File: src/rtl/calc_pkg.sv
`default_nettype none
// ============================================================================
// Module : calc_pkg
// Brief  : Shared state encoding and helpers for the calculator sequencer.
// Rev    : 1.0 - initial release
// ============================================================================
package calc_pkg;

  localparam int STATE_W = 3;

  typedef enum logic [STATE_W-1:0] {
    ST_IDLE  = 3'd0,
    ST_LOAD  = 3'd1,
    ST_EXEC  = 3'd2,
    ST_WRITE = 3'd3,
    ST_DONE  = 3'd4,
    ST_ABORT = 3'd5
  } seq_state_t;

  function automatic int max_of(input int a, input int b);
    return (a > b) ? a : b;
  endfunction

endpackage
`default_nettype wire

File: src/rtl/calc_cycle_counter.sv
`default_nettype none
// ============================================================================
// Module : calc_cycle_counter
// Brief  : Saturating up-counter with sync clear and terminal-count compare.
// Rev    : 1.0 - initial release
// ============================================================================
module calc_cycle_counter #(
  parameter int WIDTH = 4
) (
  input  logic             clk,
  input  logic             rst,
  input  logic             i_clr,
  input  logic             i_en,
  input  logic [WIDTH-1:0] i_term,
  output logic             o_tc
);

  logic [WIDTH-1:0] r_cnt;

  always_ff @(posedge clk) begin
    if (rst || i_clr) begin
      r_cnt <= '0;
    end else if (i_en && (r_cnt != {WIDTH{1'b1}})) begin
      r_cnt <= r_cnt + WIDTH'(1);
    end
  end

  assign o_tc = (r_cnt == i_term);

endmodule
`default_nettype wire

File: src/rtl/calc_sequencer.sv
`default_nettype none
// ============================================================================
// Module : calc_sequencer
// Brief  : LOAD -> EXEC -> WRITE -> DONE control sequencer for the calc datapath.
// Rev    : 1.0 - initial release
// ============================================================================
module calc_sequencer
  import calc_pkg::*;
#(
  parameter int NUM_OPERANDS   = 2,
  parameter int EXEC_CYCLES    = 1,
  parameter int WAIT_READY     = 0,
  parameter int TIMEOUT_CYCLES = 16
) (
  input  logic                    clock_i,
  input  logic                    reset_i,
  input  logic                    start_i,
  input  logic                    abort_i,
  input  logic                    ack_i,
  input  logic                    exec_ready_i,
  output logic [NUM_OPERANDS-1:0] op_we_o,
  output logic                    fct_we_o,
  output logic                    s_we_o,
  output logic                    flag_we_o,
  output logic                    clr_o,
  output logic                    busy_o,
  output logic                    done_o,
  output logic                    timeout_o,
  output logic [STATE_W-1:0]      state_o
);

  localparam int c_cnt_w = $clog2(max_of(EXEC_CYCLES, TIMEOUT_CYCLES) + 1);
  // The counter reads n-1 during the n-th EXEC cycle, so the last cycle is limit-1.
  localparam int c_term  = (WAIT_READY != 0) ? TIMEOUT_CYCLES - 1 : EXEC_CYCLES - 1;
  localparam logic [c_cnt_w-1:0] c_term_v = c_cnt_w'(c_term);

  if (NUM_OPERANDS < 1) begin : g_chk_num_operands
    $error("calc_sequencer: NUM_OPERANDS must be >= 1");
  end
  if (EXEC_CYCLES < 1) begin : g_chk_exec_cycles
    $error("calc_sequencer: EXEC_CYCLES must be >= 1");
  end
  if (TIMEOUT_CYCLES < 1) begin : g_chk_timeout_cycles
    $error("calc_sequencer: TIMEOUT_CYCLES must be >= 1");
  end

  seq_state_t r_state;
  seq_state_t w_next;
  logic       r_timeout;
  logic       w_tc;
  logic       w_set_to;

  calc_cycle_counter #(
    .WIDTH (c_cnt_w)
  ) u_cnt (
    .clk    (clock_i),
    .rst    (reset_i),
    .i_clr  (r_state != ST_EXEC),
    .i_en   (r_state == ST_EXEC),
    .i_term (c_term_v),
    .o_tc   (w_tc)
  );

  always_ff @(posedge clock_i) begin
    if (reset_i) begin
      r_state   <= ST_IDLE;
      r_timeout <= 1'b0;
    end else begin
      r_state <= w_next;
      if (w_set_to) begin
        r_timeout <= 1'b1;
      end else if (r_state != ST_DONE) begin
        r_timeout <= 1'b0;
      end
    end
  end

  always_comb begin
    w_next = ST_IDLE;
    case (r_state)
      ST_IDLE:  w_next = start_i ? ST_LOAD : ST_IDLE;
      ST_LOAD:  w_next = ST_EXEC;
      ST_EXEC: begin
        if (WAIT_READY == 0) begin
          w_next = w_tc ? ST_WRITE : ST_EXEC;
        end else if (exec_ready_i) begin
          w_next = ST_WRITE;
        end else begin
          w_next = w_tc ? ST_DONE : ST_EXEC;
        end
      end
      ST_WRITE: w_next = ST_DONE;
      ST_DONE:  w_next = ack_i ? ST_IDLE : ST_DONE;
      ST_ABORT: w_next = ST_IDLE;
      default:  w_next = ST_IDLE;
    endcase
    if (abort_i && ((r_state == ST_LOAD) || (r_state == ST_EXEC) ||
                    (r_state == ST_WRITE) || (r_state == ST_DONE))) begin
      w_next = ST_ABORT;
    end
  end

  // Only a timed-out EXEC goes straight to DONE; WRITE always precedes a normal DONE.
  assign w_set_to = (r_state == ST_EXEC) && (w_next == ST_DONE);

  always_comb begin
    op_we_o   = '0;
    fct_we_o  = 1'b0;
    s_we_o    = 1'b0;
    flag_we_o = 1'b0;
    clr_o     = 1'b0;
    busy_o    = 1'b0;
    done_o    = 1'b0;
    timeout_o = 1'b0;
    state_o   = r_state;
    case (r_state)
      ST_LOAD: begin
        op_we_o  = {NUM_OPERANDS{1'b1}};
        fct_we_o = 1'b1;
        busy_o   = 1'b1;
      end
      ST_EXEC:  busy_o = 1'b1;
      ST_WRITE: begin
        s_we_o    = 1'b1;
        flag_we_o = 1'b1;
        busy_o    = 1'b1;
      end
      ST_DONE: begin
        done_o    = 1'b1;
        timeout_o = r_timeout;
      end
      ST_ABORT: clr_o = 1'b1;
      default: ;
    endcase
  end

endmodule
`default_nettype wire
File: config.mk
export PLATFORM = sky130hd
export DESIGN_NAME = calc_sequencer
export DESIGN_NICKNAME = d
export VERILOG_FILES = /design/src/rtl/calc_pkg.sv /design/src/rtl/calc_cycle_counter.sv /design/src/rtl/calc_sequencer.sv
export SDC_FILE = /design/constraint.sdc
export NUM_CORES = 1
export LEC_CHECK = 0
export ABC_AREA = 1
export CAP_MARGIN = 20
export CORE_MARGIN = 1.5
export CORE_UTILIZATION = 39
export CTS_BUF_LIST = sky130_fd_sc_hd__clkbuf_16
export CTS_CLUSTER_DIAMETER = 60
export DETAILED_ROUTE_END_ITERATION = 8
export PLACE_DENSITY_LB_ADDON = 0.08
export SLEW_MARGIN = 10
export SYNTH_ARGS = -nofsm -noshare
export SYNTH_HDL_FRONTEND = slang
export SYNTH_HIERARCHICAL = 1
export SYNTH_SLANG_ARGS = --single-unit
File: constraint.sdc
create_clock -name clock_i -period 1.4 [get_ports clock_i]
set_input_delay 0.14 -clock clock_i [delete_from_list [all_inputs] [get_ports clock_i]]
set_output_delay 0.14 -clock clock_i [all_outputs]
set_load 0.005 [all_outputs]
==> reports/metrics.cfg, run 1 <==
[placement]
placement.io_buffers = 16
dp_cells = 119
dp_hpwl_um = 854
gp_congestion = 0.687
place_area_sq_um = 762

[power_and_ir_drop]
power_mw = 0.954
p_int_mw = 0.741
total_leakage_power_nw = 0.442
p_per_area_nw_per_um2 = 1020
switching_share_pct = 22.3
clock_power_share_pct = 51.8
ir_drop_v = 0.000805
power.switching_mw = 0.213
pwr-share-comb_pct = 18.9
seqPwrFrac_pct = 29.3

[grt]
antenna_found_initial = 0
grt_pass1_vias = 539
grt_max_degree = 6
grtUsageMet2_pct = 36.7
grt-busiest-layer = met2
gr-total-overflow = 0
grt_pass1_wl_mm = 1.88
gr-usage-met3_pct = 3.19
grt.met1_usage_pct = 14.0
grtUsageTotal_pct = 17.2

[worst_hold_path]
min-delay-start = r_timeout
hp-class = register to register

[worst_setup_path]
critPathKind = register to register
path_max_fanout = 2
critPathRequiredTime_ps = 1520
setup.worst_path.end_class = register
cp.arrival_ps = 1460
reg2reg_slack_ps = 60
cp-start-kind = register
r2r_start = u_cnt/r_cnt[0]
cp-startpoint = u_cnt/r_cnt[0]

[clock_tree]
htreeDepth = 1
clk_pin_slew_worst_paths_ps = 40
numCtsBuffers = 3
insertion_delay_ps = 230
clockBufferDepth = 2
cts_tree = yes
cts_root_buffer = clkbuf_16
cts_hold_buf = 0
cts_sinks = 9

[status]
status = finished, final reports clean

[sta]
timing.fmax_mhz = 745
finalSetupTns_ps = 0
hold_viol_final = 0
finalMaxSlewViolations = 0
skew_ps = 2.84
post-route-period-util_pct = 95.9
finalCriticalPeriod_ps = 1340
finalSetupViolations = 0

[layout]
fill_cells = 109
fin_nets = 125
syn_to_final_growth_pct = 63.2
drive_gt1_share_pct = 31.9
fin_cells = 131
diodes = 0
fin_area_sq_um = 933

[route]
dr_total_vias = 595
drc_errors = 0
first_pass_iters = 4
wl_mm = 1.31
drtIter0Drc = 6
vias_per_cell = 4.54
wl_per_cell_um = 9.98
ant_nets = 0

[synthesis]
synthTopCellsByCount = inv_1 (13), nor2_1 (11), nand2_1 (10)
synth_top_cell_by_area = dfxtp_1
synth_warnings = 6
syn_area_sq_um = 572
synth.most_common_cell = inv_1
synth_edf_count = 0
synth.area.top_cells = dfxtp_1 (32%), inv_1 (8.5%), nor2_1 (7.2%)
syn_avg_cell_area_sq_um = 6.81
synthArstFlopShare_pct = 0
synth_flop_cell = dfxtp_1
ys_ff_latch = 9
synth_cells = 84
netlist-cell-type-count = 20
yosys.area.top_type_share_pct = 31.5
ys_seq_area_share_pct = 31.5

[floorplanning]
core-area_sq_um = 1330
fp.dieW_um = 41.3
rows = 13
dieArea_sq_um = 1700
start_util_pct = 42.9
chipHeight_um = 41.3
ioPinCount = 18

[run]
drv_cap = 0

==> final cells by class <==
class	instances	area [sq um]	area share, %
Timing Repair Buffer	26	229	24.5
Clock buffer	3	75.1	8.04
Clock inverter	1	3.75	0.402
Sequential cell	9	194	20.8
Tap cell	15	18.8	2.01
Multi-Input combinational cell	61	353	37.8
Inverter	16	60.1	6.43
==> path summary, 6_finish.rpt <==
kind / to / cells past startpoint
worst max register to register: u_cnt/r_cnt[3] / 10
worst max-delay path: u_cnt/r_cnt[3] / 10
worst min-delay path: r_timeout / 2
worst min register to register: r_timeout / 2
==> power groups by stage <==
stage / logic (mW) / clock network, mW / registers (mW)
floorplan: 0.0852 / 0 / 0.282
global placement: 0.151 / 0 / 0.283
detailed placement: 0.153 / 0 / 0.283
CTS: 0.178 / 0.503 / 0.280
global route: 0.203 / 0.524 / 0.280
finish: 0.180 / 0.494 / 0.279
==> cells in the final DEF, fill, tap and decap left out, types with 3 or more instances in the layout <==
master	n
a21oi_1	5
buf_4	10
clkbuf_16	3
clkdlybuf4s50_1	6
conb_1	6
dfxtp_1	4
dfxtp_4	3
dlygate4sd2_1	7
inv_1	11
inv_2	6
nand2_1	10
nand2_2	4
nand3_1	4
nand3_2	3
nor2_1	11
xnor2_1	4
==> metal layers <==
layer	share of wire (%)	up-vias
li1	-	314
met1	40	263
met2	55	16
met3	4.8	2
met4	0.38	0
met5	0	-
==> worst max-delay path: stages, from the launching register on <==
cell and delay (ps):
dfxtp_2 330, ha_4 160, inv_1 60, nor2_1 40, ha_2 160, inv_1 90, nand3_2 70, nor2_2 120
nand2_1 80, nand2_1 70, nor2_1 50
==> cells by family (layout without fill, tap and decap cells) <==
kind of cell / Yosys count / count (layout) / synth area share (%)
buf+inv: 19 / 46 / 14.4
xor+xnor: 4 / 4 / 6.13
other cells: 1 / 6 / 0.656
fa+ha+maj: 2 / 2 / 4.38
flops: 9 / 9 / 31.5
compound gates: 9 / 9 / 8.31
simple gates: 40 / 40 / 34.6
==> stage by stage <==
step                setup slack, ps  hold WS [ps]  util, %
CTS                            5.08           437     68.1
global route                  -6.99           484     70.0
floorplan                      66.5           209        -
finish                         56.9           436     70.0
detailed placement             35.2           434     57.1
global placement               48.5           431     57.1
==> registers in the layout, indices dropped and copies added (netlist names) <==
name,count
u_cnt/r_cnt,5
state_o,3
r_timeout,1
==> repair_timing <==
action	4_1_cts	5_1_grt
pin swaps	0	2
buffers inserted	8	0
resized for setup	17	12
setup endpoints to repair	9	7
No activity file was read; power rests on OpenSTA's default activity.
==> run 2: changes to the inputs <==
Settings changed: CAP_MARGIN 20 to not set, CTS_CLUSTER_DIAMETER 60 to not set, SLEW_MARGIN 10 to not set.
==> results of run 2 <==
Final layout, timing and power as in run 1 (identical DEF).
